### config.mk
export PLATFORM = sky130hd
export DESIGN_NAME = trap_csr_seq
export DESIGN_NICKNAME = d
export VERILOG_FILES = /design/src/rtl/csr_pkg.sv /design/src/rtl/trap_vec_calc.sv /design/src/rtl/trap_csr_seq.sv
export SDC_FILE = /design/constraint.sdc
export NUM_CORES = 1
export LEC_CHECK = 0
export CORE_MARGIN = 1
export CORE_UTILIZATION = 30
export CTS_BUF_LIST = sky130_fd_sc_hd__clkbuf_8
export DETAILED_ROUTE_END_ITERATION = 8
export HOLD_SLACK_MARGIN = 0.05
export PLACE_DENSITY_LB_ADDON = 0.25
export SLEW_MARGIN = 40
export SYNTH_ARGS = -nofsm -noshare
export SYNTH_HDL_FRONTEND = slang
export SYNTH_HIERARCHICAL = 1
export SYNTH_SLANG_ARGS = --single-unit
export TNS_END_PERCENT = 10
### constraint.sdc
create_clock -name clk -period 3.7 [get_ports clk]
set_input_delay 0.555 -clock clk [delete_from_list [all_inputs] [get_ports clk]]
set_output_delay 0.555 -clock clk [all_outputs]
set_load 0.01 [all_outputs]
### src/rtl/csr_pkg.sv
// csr_pkg: CSR addresses, mstatus field positions, write modes and sequencer states shared by the trap logic.
package csr_pkg;
  localparam logic [11:0] CSR_MSTATUS = 12'h300;
  localparam logic [11:0] CSR_MTVEC   = 12'h305;
  localparam logic [11:0] CSR_MEPC    = 12'h341;
  localparam logic [11:0] CSR_MCAUSE  = 12'h342;
  localparam logic [11:0] CSR_MTVAL   = 12'h343;
  localparam int MIE_BIT  = 3;
  localparam int MPIE_BIT = 7;
  localparam int MPP_LO   = 11;
  localparam int MPP_HI   = 12;
  localparam logic [1:0] WSC_NONE       = 2'b00;
  localparam logic [1:0] WSC_WRITE      = 2'b01;
  localparam logic [1:0] MTVEC_VECTORED = 2'b01;
  localparam logic [1:0] PRIV_M         = 2'b11;
  typedef enum logic [2:0] {IDLE, W_MEPC, W_MCAUSE, W_MTVAL, W_MSTAT, W_MRET, REDIR} state_e;
endpackage

### src/rtl/trap_vec_calc.sv
// trap_vec_calc: trap handler target from mtvec; vectored mode offsets interrupts by 4*cause.
module trap_vec_calc
  import csr_pkg::*;
(
  input  logic [31:0] mtvec_i,
  input  logic        is_int_i,
  input  logic [3:0]  code_i,
  output logic [31:0] target_o
);
  logic [31:0] base;
  always_comb begin
    base = mtvec_i & ~32'h3;
    target_o = (mtvec_i[1:0] == MTVEC_VECTORED && is_int_i) ? base + {26'b0, code_i, 2'b00} : base;
  end
endmodule

### src/rtl/trap_csr_seq.sv
// trap_csr_seq: sequences the machine-mode CSR writes for trap entry and mret, then issues a PC redirect.
module trap_csr_seq
  import csr_pkg::*;
#(
  parameter logic [11:0] MSTATUS_ADDR = CSR_MSTATUS,
  parameter logic [11:0] MTVEC_ADDR   = CSR_MTVEC,
  parameter logic [11:0] MEPC_ADDR    = CSR_MEPC,
  parameter logic [11:0] MCAUSE_ADDR  = CSR_MCAUSE,
  parameter logic [11:0] MTVAL_ADDR   = CSR_MTVAL
) (
  input  logic        clk,
  input  logic        rst,
  input  logic        trap_valid,
  input  logic        trap_is_int,
  input  logic [3:0]  trap_code,
  input  logic [31:0] trap_pc,
  input  logic [31:0] trap_tval,
  input  logic        mret_valid,
  input  logic [31:0] mstatus_in,
  input  logic [31:0] mtvec_in,
  input  logic [31:0] mepc_in,
  output logic [11:0] csr_waddr,
  output logic [31:0] csr_wdata,
  output logic        csr_w,
  output logic [1:0]  csr_wsc_mode,
  output logic        stall,
  output logic        redirect_valid,
  output logic [31:0] redirect_pc
);
  state_e      state_q, state_d;
  logic        is_int_q, is_int_d;
  logic [3:0]  code_q, code_d;
  logic [31:0] pc_q, pc_d, tval_q, tval_d;
  logic        csr_w_q, csr_w_d, rv_q, rv_d, accept, wr_st;
  logic [11:0] waddr_q, waddr_d, addr_sel;
  logic [31:0] wdata_q, wdata_d, data_sel, rpc_q, rpc_d, vec_pc, mst_trap, mst_mret;
  logic [1:0]  mode_q, mode_d;
  trap_vec_calc u_vec (.mtvec_i(mtvec_in), .is_int_i(is_int_q), .code_i(code_q), .target_o(vec_pc));
  always_comb begin
    accept = state_q == IDLE && trap_valid && (!trap_is_int || mstatus_in[MIE_BIT]);
    stall = state_q != IDLE || accept || mret_valid;
    is_int_d = accept ? trap_is_int : is_int_q;
    code_d = accept ? trap_code : code_q;
    pc_d = accept ? trap_pc & ~32'h3 : pc_q;
    tval_d = accept ? trap_tval : tval_q;
    mst_trap = mstatus_in;
    mst_trap[MPIE_BIT] = mstatus_in[MIE_BIT];
    mst_trap[MIE_BIT] = 1'b0;
    mst_trap[MPP_HI:MPP_LO] = PRIV_M;
    mst_mret = mstatus_in;
    mst_mret[MIE_BIT] = mstatus_in[MPIE_BIT];
    mst_mret[MPIE_BIT] = 1'b1;
    case (state_q)
      IDLE:     state_d = accept ? W_MEPC : mret_valid ? W_MRET : IDLE;
      W_MEPC:   state_d = W_MCAUSE;
      W_MCAUSE: state_d = W_MTVAL;
      W_MTVAL:  state_d = W_MSTAT;
      W_MSTAT:  state_d = REDIR;
      W_MRET:   state_d = REDIR;
      default:  state_d = IDLE;
    endcase
    // Outputs are decoded from the next state so they register in the same edge as the transition.
    addr_sel = state_d == W_MEPC ? MEPC_ADDR : state_d == W_MCAUSE ? MCAUSE_ADDR :
               state_d == W_MTVAL ? MTVAL_ADDR : MSTATUS_ADDR;
    data_sel = state_d == W_MEPC ? pc_d : state_d == W_MCAUSE ? {is_int_d, 27'b0, code_d} :
               state_d == W_MTVAL ? tval_d : state_d == W_MSTAT ? mst_trap : mst_mret;
    wr_st = state_d != IDLE && state_d != REDIR;
    // mtvec is owned by the CSR file; a misconfigured address map must never let us overwrite it.
    csr_w_d = wr_st && addr_sel != MTVEC_ADDR;
    waddr_d = csr_w_d ? addr_sel : 12'h0;
    wdata_d = csr_w_d ? data_sel : 32'h0;
    mode_d = csr_w_d ? WSC_WRITE : WSC_NONE;
    rv_d = state_d == REDIR;
    rpc_d = !rv_d ? 32'h0 : state_q == W_MRET ? mepc_in : vec_pc;
  end
  always_ff @(posedge clk or posedge rst) begin
    if (rst) begin
      state_q <= IDLE;
      is_int_q <= 1'b0;
      code_q <= 4'h0;
      pc_q <= 32'h0;
      tval_q <= 32'h0;
      csr_w_q <= 1'b0;
      waddr_q <= 12'h0;
      wdata_q <= 32'h0;
      mode_q <= WSC_NONE;
      rv_q <= 1'b0;
      rpc_q <= 32'h0;
    end else begin
      state_q <= state_d;
      is_int_q <= is_int_d;
      code_q <= code_d;
      pc_q <= pc_d;
      tval_q <= tval_d;
      csr_w_q <= csr_w_d;
      waddr_q <= waddr_d;
      wdata_q <= wdata_d;
      mode_q <= mode_d;
      rv_q <= rv_d;
      rpc_q <= rpc_d;
    end
  end
  assign csr_w = csr_w_q;
  assign csr_waddr = waddr_q;
  assign csr_wdata = wdata_q;
  assign csr_wsc_mode = mode_q;
  assign redirect_valid = rv_q;
  assign redirect_pc = rpc_q;
endmodule
==> results.txt, run 1 <==
* Status: complete, no violations
- Summing every instance area after synthesis gives just under 0.006 mm².
- Clock-pin slew was measured on the worst setup and hold paths at around 100 ps.
* Synth-to-layout area growth: 46.6%
* Count of final max-slew check failures: 0
- Setup violations remaining at the end of the flow were counted as 0.
* Commonest cells after routing, fill and taps aside: 239 x sky130_fd_sc_hd__clkdlybuf4s50_1, 144 x sky130_fd_sc_hd__nand2_1, 108 x sky130_fd_sc_hd__dfrtp_1
* Unrepaired setup endpoints after global routing: no
- Startpoint of the tightest hold check path: tval_q[3]$_DFF_PP0_
* Critical Setup Path Class: reg -> out
- The clock passes through at most 2 buffers.
- The cell family contributing the most delay on the critical path is flip-flops.
* GRT Overall Usage: 18.0%
* Gates resized, CTS repair: 0
- Counting both buffers and inverters, the worst setup path holds a total of 1.
- Worst Hold Class: reg -> reg
- Of the available clock period, the critical path in the final layout requires a little over four fifths.
- CP Capture Type: output port
- Data on the critical path is required at its endpoint by between 3000 and 4000 ps.
- Timing analysis after detailed placement gives a worst setup slack of about 800 ps.
- Number of cells on the critical path: 4
- CTS built an H-tree with a depth of 3.
- Layout cell share with drive strength beyond 1: between 5 and 6%
* Post-route clock skew: roughly 11 ps
* Residual DRC count: 0
- Detailed-routing iteration count for the pre-antenna-repair pass: 4
- STA classifies the critical path startpoint as a flop.
* Overall die width: 141 µm
* Register-to-Register Path Depth: 4
- The number of setup buffers added after CTS is 0.
* IO Port Bufs: approximately 240
- CTS Buf Count: 9
* Relative slew slack: roughly half
- Total number of yosys warnings: 6
- The smallest clock period supported by the final layout is computed as ~3100 ps.
- Clock Sinks: roughly 110
- For this design, the slowest cell found on the critical path is sky130_fd_sc_hd__dfrtp_4.
* Number of design-rule violations left by the first detailed-router iteration: around 210
* Fill count: ~1,800
- Counting instances, the worst hold path has a depth of 2.
- The analysis attributes to cell leakage a power of around 0.0037 µW.
- CP max FO: between 40 and 50
- The library cell used most frequently in the layout, excluding fill and tap cells, is sky130_fd_sc_hd__clkdlybuf4s50_1.
- I/O pins: 250
- Number of antenna violations at the first check in global routing: 2
- The most critical setup path has its startpoint at state_q[0]$_DFF_PP0_.
* Capture instance of the worst register-to-register path: csr_wdata[22]$_DFF_PP0_
- Internal reg-to-reg setup slack: between 1000 and 1500 ps
* Cell count after synthesis: between 600 and 700
* Hold violation count in the final report: 0
- Yosys mapped the design onto between 50 and 60 distinct sky130hd cell types.
- In this run, synthesis produced a sequential element count of 109.
- Mean area per synthesized cell: 9.32 µm²
- The later pin in the worst-skew pair is clocked with a latency of about 400 ps.
- The number of hold buffers added after CTS was 0.
- The floorplan step defined a die boundary enclosing 0.0199 mm².
- Max VDD drop: 332 µV
* Final routed wirelength across all metal layers: 17.4 mm
* Sequential-to-total area share from yosys stat: 47.0%
- Setup total negative slack on the finished layout was measured at 0 ps.
* Final RePlAce weighted congestion: 0.768
* CORE AREA: 0.0188 mm²
- HPWL Detailed: 12.5 mm
- Synth async-reset ratio: 100%
- For the pin with the worst max-slew slack, the measured transition is 742 ps.
- Final #Nets: 1,007
- The initialized floorplan defines 50 standard-cell rows.
- Detailed-route wire length per cell: 15.9 µm
* CTS tree: yes
- The synthesized design contains 0 enable-type register cells.
- Data on the critical path arrives at its endpoint at 2560 ps.
* End-of-flow core utilization: a little under half
* Global-route wire length before repair: about 28 mm
- Pin count of the biggest net entering global routing: 55
- Once the floorplan was initialized, standard cells occupied a little under a third of the core.
* CTS Root Buffer Type: sky130_fd_sc_hd__clkbuf_8
* Critical path cell sequence: or2_1 -> a211oi_1 -> nand2b_1 -> clkdlybuf4s50_1
* Pwr Density: 631 mW/mm²
* Critical Path Max Stage Delay: around 700 ps
* Number of global-route vias before repair: 5,090
* Y dimension of the die: approximately 140 µm
- The most used flip-flop cell after synthesis is sky130_fd_sc_hd__dfrtp_1.
- Fmax: around 320 MHz
* Final worst-path setup slack: 588 ps
- Reg-to-reg critical path startpoint: state_q[0]$_DFF_PP0_
* Critical path endpoint: stall
- In the routed layout, each cell is associated on average with a via count of 4.62.
- Max-Cap Viols: 0
* Detailed-route via count: around 5,100
* Number of antenna-violating nets in the routed design: 0
- Global routing finished with a remaining overflow of 0.
## where the power goes
group          internal [µW]  switching (µW)
sequential              1680             286
clock                    261             437
combinational           1340            1350
total                   3290            2070
## worst min-delay path by stage
stage	endpoint	slack, ps
floorplan	tval_q[3]$_DFF_PP0_	440
global placement	tval_q[3]$_DFF_PP0_	450
detailed placement	tval_q[3]$_DFF_PP0_	460
CTS	tval_q[3]$_DFF_PP0_	480
global route	tval_q[31]$_DFF_PP0_	510
finish	tval_q[3]$_DFF_PP0_	480
## sequential cells by signal, summed over array words and instances (netlist names)
signal	flops
is_int_q	1
redirect_pc	32
code_q	4
state_q	3
redirect_valid	1
csr_wdata	32
tval_q	32
csr_waddr	4
## layout make-up
type,count,area [µm²],share of cell area [%]
diodes,2,5.00,0.0589
clock buffers,10,138,1.62
clock inverters,5,37.5,0.442
inverters,11,46.3,0.545
multi-input cells,452,2740,32.2
flip-flops and latches,109,2730,32.1
well taps,260,325,3.83
repair buffers,250,2470,29.1
## through the flow
step / power (µW) / area, µm² / instances / hold WS (ps)
2_1_floorplan: 3540 / 5830 / 630 / 438
3_3_place_gp: 4690 / 8310 / 1082 / 451
3_5_place_dp: 4730 / 8320 / 1082 / 457
4_1_cts: 5450 / 8490 / 1097 / 482
5_1_grt: 5800 / 8500 / 1099 / 508
6_report: 5360 / 8500 / 1099 / 481
## layer usage
| metal | up-vias | share of wire, % | global-route usage (%) | wire [µm] |
|---|---|---|---|---|
| met5 | - | 0 | 0 | 0 |
| met4 | 0 | 2.1 | 8.01 | 372 |
| met3 | 19 | 4.1 | 2.58 | 706 |
| met2 | 161 | 48 | 29.4 | 8290 |
| met1 | 2360 | 46 | 23.8 | 8060 |
| li1 | 2532 | - | - | - |
## cell families (layout without fill, tap and decap cells)
group	count (synthesis)	after routing	share of synthesized area, %
compound gates	122	122	14.7
xor+xnor	28	28	4.23
fa+ha+maj	5	5	1.21
buf+inv	69	276	6.47
flops	109	109	47.0
mux	34	34	5.91
other cells	2	12	0.130
simple gates	253	253	20.3
## worst register-to-register path: stages, from the launching register on
cell,delay [ps]
sky130_fd_sc_hd__dfrtp_4,690
sky130_fd_sc_hd__or2_1,370
sky130_fd_sc_hd__a211oi_1,470
sky130_fd_sc_hd__or2_2,690
sky130_fd_sc_hd__a21oi_1,150
## cell usage after synthesis, drive strengths merged (2+ instances only)
cell type / number / area (µm²)
nor2b: 2 / 12.5
clkbuf: 15 / 56.3
dfrtp: 109 / 2730
nand3: 6 / 35.0
nand4: 5 / 46.3
o21bai: 3 / 22.5
a22oi: 25 / 188
buf: 43 / 278
nor3: 11 / 60.1
o21ai: 10 / 50.1
o22ai: 3 / 18.8
a22o: 21 / 184
nand2: 145 / 547
nor2: 49 / 184
o211ai: 3 / 22.5
mux2i: 32 / 320
nor4: 11 / 119
inv: 11 / 41.3
o21a: 4 / 30.0
or2: 2 / 12.5
a21o: 5 / 37.5
ha: 4 / 50.1
and2: 2 / 12.5
conb: 2 / 7.51
and3: 3 / 18.8
nor4b: 2 / 17.5
xor2: 22 / 193
and4: 4 / 36.3
a21oi: 33 / 165
a211oi: 11 / 97.6
mux2: 2 / 22.5
xnor2: 6 / 52.6
nand2b: 6 / 37.5
Power figures use the tool's default switching activity.
==> run 2: changes to the inputs <==
==> constraint.sdc (replaced) <==
create_clock -name clk -period 3.22 [get_ports clk]
set_input_delay 0.483 -clock clk [delete_from_list [all_inputs] [get_ports clk]]
set_output_delay 0.483 -clock clk [all_outputs]
set_load 0.01 [all_outputs]
==> run 2 against run 1 <==
  * Register-to-register slack got worse by 220 ps
  * Sequential cell count stayed put
  * Critical path type unchanged
  * Clock skew up 5.2 ps
  * Critical endpoint unchanged
  * Combinational power up 22%
  * Count of clock-buffer cells in the layout unchanged
  * Cell count about the same
==> results.txt, run 2 (same netlist as run 1, synthesis figures left out) <==
- Based on the critical path, the design can be clocked at up to between 300 and 400 MHz.
- The run finished with clean final reports.
* Number of design-rule violations left by the first detailed-router iteration: roughly 200
* Leakage: about 0.0037 µW
- Row count: 50
- The die covers around 0.02 mm².
- Entering global routing, the biggest net connects between 100 and 150 pins.
* Final routed wirelength across all metal layers: 17.4 mm
* Crit path buffers/inverters: 2
- Overall overflow remaining after global route: 0
- The clock reaches the later pin of the worst-skew pair after about 380 ps.
- Slowest stage cell, crit path: sky130_fd_sc_hd__dfrtp_4
* Global-route wire length before repair: approximately 28 mm
- Detailed-routing iteration count for the pre-antenna-repair pass: 4
- Dominant delay contributor by cell family on the critical path: buffers and inverters
* CP Capture Type: output port
* Count of final max-slew check failures: 0
- Max VDD drop: around 450 µV
- The number of global-route vias before repair came to 5,088.
* CP max FO: 4
- Clock Sinks: around 110
* Met3 Wirelength: approximately 770 µm
- For this run, the post-layout net count is between 1,000 and 1,500.
- Share of the clock period used by the worst path: about four fifths
- Counting the fill cells in the layout gives 1,829.
- CTS Root Buffer Type: sky130_fd_sc_hd__clkbuf_8
* Storage element area: about 0.0027 mm²
- Setup fix buffers added after clock tree synthesis: 0
- I/O pins: between 200 and 300
* Unrepaired setup endpoints after global routing: no
* Post-route clock skew: approximately 16 ps
* Post-CTS Hold Fix Bufs: 0
* Worst Hold Class: reg -> reg
* Top layer in use: met5
- Endpoint required time on the critical path: roughly 2700 ps
- Final setup violation count: 0
- Number of buffers on the longest clock path: 2
* Pwr Density: between 700 and 800 mW/mm²
* IO Port Bufs: ~240
* Commonest cells after routing, fill and taps aside: 239 x sky130_fd_sc_hd__clkdlybuf4s50_1, 144 x sky130_fd_sc_hd__nand2_1, 108 x sky130_fd_sc_hd__dfrtp_1
* Post-detailed-placement cell area: about 0.0084 mm²
- Initial standard-cell utilization of the core: 30.8%
- For this block, wires on met1 add up to 7.98 mm.
- Overall die width: between 100 and 150 µm
* Routed length on met2: ~8.3 mm
- At the worst endpoint, the arrival time is between 2000 and 2500 ps.
- GRT Overall Usage: 18.0%
- The clock tree synthesis step divided the H-tree into 3 levels.
- Final RePlAce weighted congestion: approximately 0.77
* Aggregate negative setup slack: 0 ps
- The die is between 100 and 150 µm tall.
- Detailed-route wire length per cell: 15.8 µm
- After detailed routing, the number of remaining DRC violations is 0.
- From synthesis to final layout, the design area changed by 47.6%.
- TritonCTS built the clock tree.
* Cell area after layout: 0.00856 mm²
* Critical Setup Path Class: reg -> out
- Detailed placement ended at an HPWL of around 12 mm.
- Headroom to the max-slew limit came out at 48.0%.
- Critical Path Max Stage Delay: about 510 ps
- Critical path cell sequence: or2_1 -> a211oi_1 -> buf_4 -> nand2b_1 -> clkdlybuf4s50_1
- Number of antenna-violating nets in the routed design: 0
- After clock tree synthesis, the clock-pin slew on the worst setup and hold paths is between 100 and 150 ps.
* Area of the multi-input gates: between 0.002 and 0.003 mm²
* Gates resized, CTS repair: 0
- TritonCTS created 9 clock buffers.
- For the pin with the worst max-slew slack, the measured transition is 779 ps.
- After floorplanning, the core was sized to cover approximately 0.019 mm².
- The worst path needs between 2000 and 3000 ps of the cycle, external delays included.
- Detailed-route vias per instance: 4.56
* Number of antenna violations at the first check in global routing: 1
- Leaving out fill and tap cells, the most frequent cell in the layout is sky130_fd_sc_hd__clkdlybuf4s50_1.
- Hold violation count in the final report: 0
* Critical path launch point type: flop
* Layout cell share with drive strength beyond 1: roughly 6.1%
* Max-Cap Viols: 0
* Detailed-route via count: between 5,000 and 6,000
[run 2: cell types whose count changed in the layout (fill, tap and decap cells not counted)]
cell / previous run / this run
sky130_fd_sc_hd__clkinv_2: 1 / 0
sky130_fd_sc_hd__clkinv_4: 2 / 1
sky130_fd_sc_hd__inv_6: 1 / 0
sky130_fd_sc_hd__o22a_1: 0 / 1
sky130_fd_sc_hd__o22a_2: 1 / 0
sky130_fd_sc_hd__buf_6: 0 / 1
sky130_fd_sc_hd__clkinvlp_4: 2 / 4
sky130_fd_sc_hd__buf_12: 0 / 2
sky130_fd_sc_hd__buf_4: 11 / 10
sky130_fd_sc_hd__bufinv_16: 0 / 1
sky130_fd_sc_hd__diode_2: 2 / 1
[run 2: metrics by stage]
stage | cells | hold slack [ps] | utilization [%] | power [µW] | setup WS, ps
after floorplan | 630 | 438 | - | 4070 | 959
after global placement | 1084 | 451 | 44.4 | 5460 | 468
after detailed placement | 1084 | 456 | 44.4 | 5500 | 449
after CTS | 1099 | 483 | 45.4 | 6410 | 577
after global routing | 1099 | 508 | 45.4 | 6830 | 490
final | 1100 | 482 | 45.5 | 6310 | 612
[run 2: worst register-to-register path: stages (launching register included)]
cell and delay (ps):
sky130_fd_sc_hd__dfrtp_1 410, sky130_fd_sc_hd__ha_1 210, sky130_fd_sc_hd__fa_1 410, sky130_fd_sc_hd__and3_1 240
sky130_fd_sc_hd__o211ai_1 180, sky130_fd_sc_hd__buf_4 240, sky130_fd_sc_hd__nor3_1 90, sky130_fd_sc_hd__xor2_1 160
sky130_fd_sc_hd__mux2i_1 150, sky130_fd_sc_hd__nor2_1 60
[run 2: path summary, 6_finish.rpt]
kind                                 startpoint                         to  slack, ps  depth (start not counted)
max                        state_q[0]$_DFF_PP0_                      stall        610                          5
min                        tval_q[23]$_DFF_PP0_       tval_q[23]$_DFF_PP0_        480                          2
max reg2reg                 code_q[0]$_DFF_PP0_  redirect_pc[18]$_DFF_PP0_        960                          9
min reg2reg                tval_q[23]$_DFF_PP0_       tval_q[23]$_DFF_PP0_        480                          2
max in group asynchronous                   rst       state_q[0]$_DFF_PP0_       2070                          3
min in group asynchronous                   rst  redirect_pc[28]$_DFF_PP0_        580                          3
[run 2: routing by layer]
layer | track usage [%] | up-vias
li1 | - | 2534
met1 | 24.1 | 2323
met2 | 29.5 | 135
met3 | 2.85 | 18
met4 | 6.52 | 2
met5 | 0 | -
[run 2: layout make-up]
type / instances / share of cell area (%)
multi-input combinational: 452 / 32.0
sequential: 109 / 31.9
timing repair buffer: 252 / 29.4
tap: 260 / 3.80
clock buffer: 10 / 1.61
clock inverter: 5 / 0.716
inverter: 11 / 0.526
antenna: 1 / 0.0292
[run 2: where the power goes]
part	total, µW	internal, µW	switching, µW
Clock	879	379	500
Combinational	3270	1590	1680
Sequential	2160	1940	223
==> run 3: changes to the inputs <==
==> constraint.sdc (replaced) <==
create_clock -name clk -period 2.2 [get_ports clk]
set_input_delay 0.33 -clock clk [delete_from_list [all_inputs] [get_ports clk]]
set_output_delay 0.33 -clock clk [all_outputs]
set_load 0.01 [all_outputs]
==> run 3 against run 2 <==
  * The run now ends with setup timing left
  * Die area is the same
  * Clock power rose by 50%
  * Non-clock buffer count grew 42
  * Count of clock-buffer cells in the layout unchanged
  * Power increased by 52%
  * Cell count rose by 3.8%
  * Utilization increased by 2.1 points
  * Worst setup slack worse by 620 ps
  * Sequential cell count is the same
  * Sequential power is 46% higher
  * Combinational power is 57% higher
  * Global-route usage is 0.34 points higher
  * Largest cell class is now buffers
==> results.txt, run 3 (same netlist as run 1, synthesis figures left out) <==
- Across the run, the number of max-cap violations was 0.
- Global-route wire length before repair: roughly 28 mm
- Die Area: 0.0199 mm²
* CP Capture Type: flop
- The final route contains about 5,300 vias.
- Register-to-Register Path Depth: 9
- Final #Nets: between 1,000 and 1,500
- TritonCTS built the clock tree.
* End-of-flow core utilization: 47.6%
- The pre-antenna-repair detailed-routing pass consisted of 4 iterations.
* Diodes inserted: 0
- Number of design-rule violations left by the first detailed-router iteration: 270
- Number of antenna-violating nets in the routed design: 0
- Unrepaired setup endpoints after global routing: yes
- Status: complete, but fails checks
* Area of the multi-input gates: 0.00275 mm²
- Clock Sinks: around 110
- Post-detailed-placement cell area: 0.00870 mm²
* Fmax: around 450 MHz
- Cells after DPL: 1,122
* Storage element area: 0.00273 mm²
- Row generation in the floorplan step produced 50 rows.
- Setup violations remaining at the end of the flow were counted as 1.
- The final critical path takes up 100% of the cycle.
- Buffers placed on the I/O ports in this run total 239.
* Commonest cells after routing, fill and taps aside: 238 x sky130_fd_sc_hd__clkdlybuf4s50_1, 144 x sky130_fd_sc_hd__nand2_1, 108 x sky130_fd_sc_hd__dfrtp_1
- Total power for the finished layout comes to between 9000 and 10,000 µW.
* Final RePlAce weighted congestion: 0.811
- Post-route clock skew: around 14 ps
* Internal reg-to-reg setup slack: 0 ps
* Number of global-route vias before repair: ~5,300
- The worst setup path is of the in -> reg kind.
* Leakage: between 0.003 and 0.004 µW
* Launch point of the critical path: mtvec_in[2]
* Final critical-path required period: between 2000 and 2500 ps
* Initial standard-cell utilization of the core: ~31%
* Pin count of the biggest net entering global routing: 88
- STA puts the critical path data arrival time at between 2000 and 2500 ps.
- The die is approximately 140 µm wide.
- In this run the critical register-to-register path is captured at redirect_pc[26]$_DFF_PP0_.
- Clock latency reported for the late side of the worst-skew pair: between 300 and 400 ps
* Y dimension of the die: between 100 and 150 µm
- Buffers inserted during clock tree synthesis total 9.
- I/O pins: between 200 and 300
- Counting along the longest clock path gives a buffer depth of 2.
* Fill count: roughly 1,900
- Pwr Density: 1070 mW/mm²
* Slowest stage cell, crit path: sky130_fd_sc_hd__clkdlybuf4s50_1
- CTS Root Buffer Type: sky130_fd_sc_hd__clkbuf_8
- Post-CTS Hold Fix Bufs: 0
- The library cell used most frequently in the layout, excluding fill and tap cells, is sky130_fd_sc_hd__clkdlybuf4s50_1.
* Clock-pin slew on the worst setup and hold paths: approximately 110 ps
* Residual DRC count: 0
- Worst Hold Class: in -> async
- The H-tree was split into 3 levels.
* Violations in the final reports: setup timing
- Non-filler cells in the finished layout: approximately 1,100
* Worst slack at placement: -370 ps
- Dividing the detail-routed via count by the number of cells gives 4.65.
- Global routing finished with a remaining overflow of 0.
* Critical path launch point type: primary input
- Reg-to-reg critical path startpoint: code_q[0]$_DFF_PP0_
* Slew at the pin closest to its max-slew limit: 534 ps
* Synth-to-layout area growth: 54.5%
* Critical path cell sequence: clkdlybuf4s50_1 -> ha_2 -> fa_2 -> and3_4 -> o211ai_1 -> buf_4 -> nor4_2 -> xor2_1 -> mux2i_1 -> nor2_1
- Across all setup checks in the final design, the least slack found is -10.7 ps.
- Across the VDD grid, the largest voltage drop is between 500 and 600 µV.
- Detailed placement ended at an HPWL of approximately 13 mm.
- Endpoint required time on the critical path: around 2500 ps
* Critical Path Max Stage Delay: 430 ps
- CORE AREA: ~0.019 mm²
- With fillers left out, the area of the finished cells amounts to 0.00896 mm².
- CP max FO: 5
- The critical path ends at redirect_pc[26]$_DFF_PP0_.
- The total count of hold-check failures in the final report is 0.
- Count of final max-slew check failures: 0
- Detailed-route wire length per cell: around 16 µm
- GRT Overall Usage: 18.4%
- Final routed wirelength across all metal layers: between 15 and 20 mm
* Layout cell share with drive strength beyond 1: about 11%
- The number of antenna violations at the first check in global routing was 0.
- Relative slew slack: 64.4%
[run 3: area by class of cell]
cell class,instances,area share [%]
Clock buffer,10,1.54
Sequential cell,109,30.5
Tap cell,260,3.63
Timing Repair Buffer,294,32.3
Multi-Input combinational cell,452,30.7
Inverter,11,0.503
Clock inverter,6,0.796
[run 3: repair_timing]
item | 4_1_cts | 5_1_grt
cloned | 0 | 1
resized for setup | 2 | 6
endpoints found under the setup margin | 1 | 10
setup buffers | 1 | 2
pin swaps | 1 | 1
[run 3: where the power goes]
part	leakage [µW]	internal, µW	switching (µW)	total [µW]
sequential	0.00141	2830	322	3160
combinational	0.00239	2590	2550	5140
clock	0.0000991	567	756	1320
[run 3: worst min path at each step]
stage          slack, ps                 from  cells past startpoint                        end
6_report             400                  rst                      3  redirect_pc[28]$_DFF_PP0_
3_3_place_gp         450  tval_q[3]$_DFF_PP0_                      2        tval_q[3]$_DFF_PP0_
2_1_floorplan        440         trap_code[0]                      2        code_q[0]$_DFF_PP0_
4_1_cts              370                  rst                      3  redirect_pc[28]$_DFF_PP0_
3_5_place_dp         460  tval_q[3]$_DFF_PP0_                      2        tval_q[3]$_DFF_PP0_
5_1_grt              400                  rst                      3  redirect_pc[28]$_DFF_PP0_
[run 3: per-stage QoR]
| stage | hold WS (ps) | setup TNS [ps] |
|---|---|---|
| after CTS | 372 | 0 |
| after detailed placement | 463 | -5150 |
| final | 397 | -10.7 |
| after floorplan | 435 | 0 |
| after global routing | 404 | -645 |
| after global placement | 451 | -4770 |
[run 3: worst max-delay path, delay by kind of cell]
| kind | cells | cell delay [ps] |
|---|---|---|
| and+or+nand+nor | 3 | 310 |
| muxes | 1 | 130 |
| AOI/OAI and AO/OA | 1 | 310 |
| buffers and inverters | 2 | 670 |
| xor gates and xnor gates | 1 | 150 |
| adders and majority gates | 2 | 580 |
[run 3: layer usage]
layer | track usage, % | vias up | share of wire [%]
li1 | - | 2620 | -
met1 | 24.4 | 2527 | 46
met2 | 30.8 | 141 | 49
met3 | 2.24 | 17 | 3.5
met4 | 6.41 | 0 | 1.7
met5 | 0 | - | 0
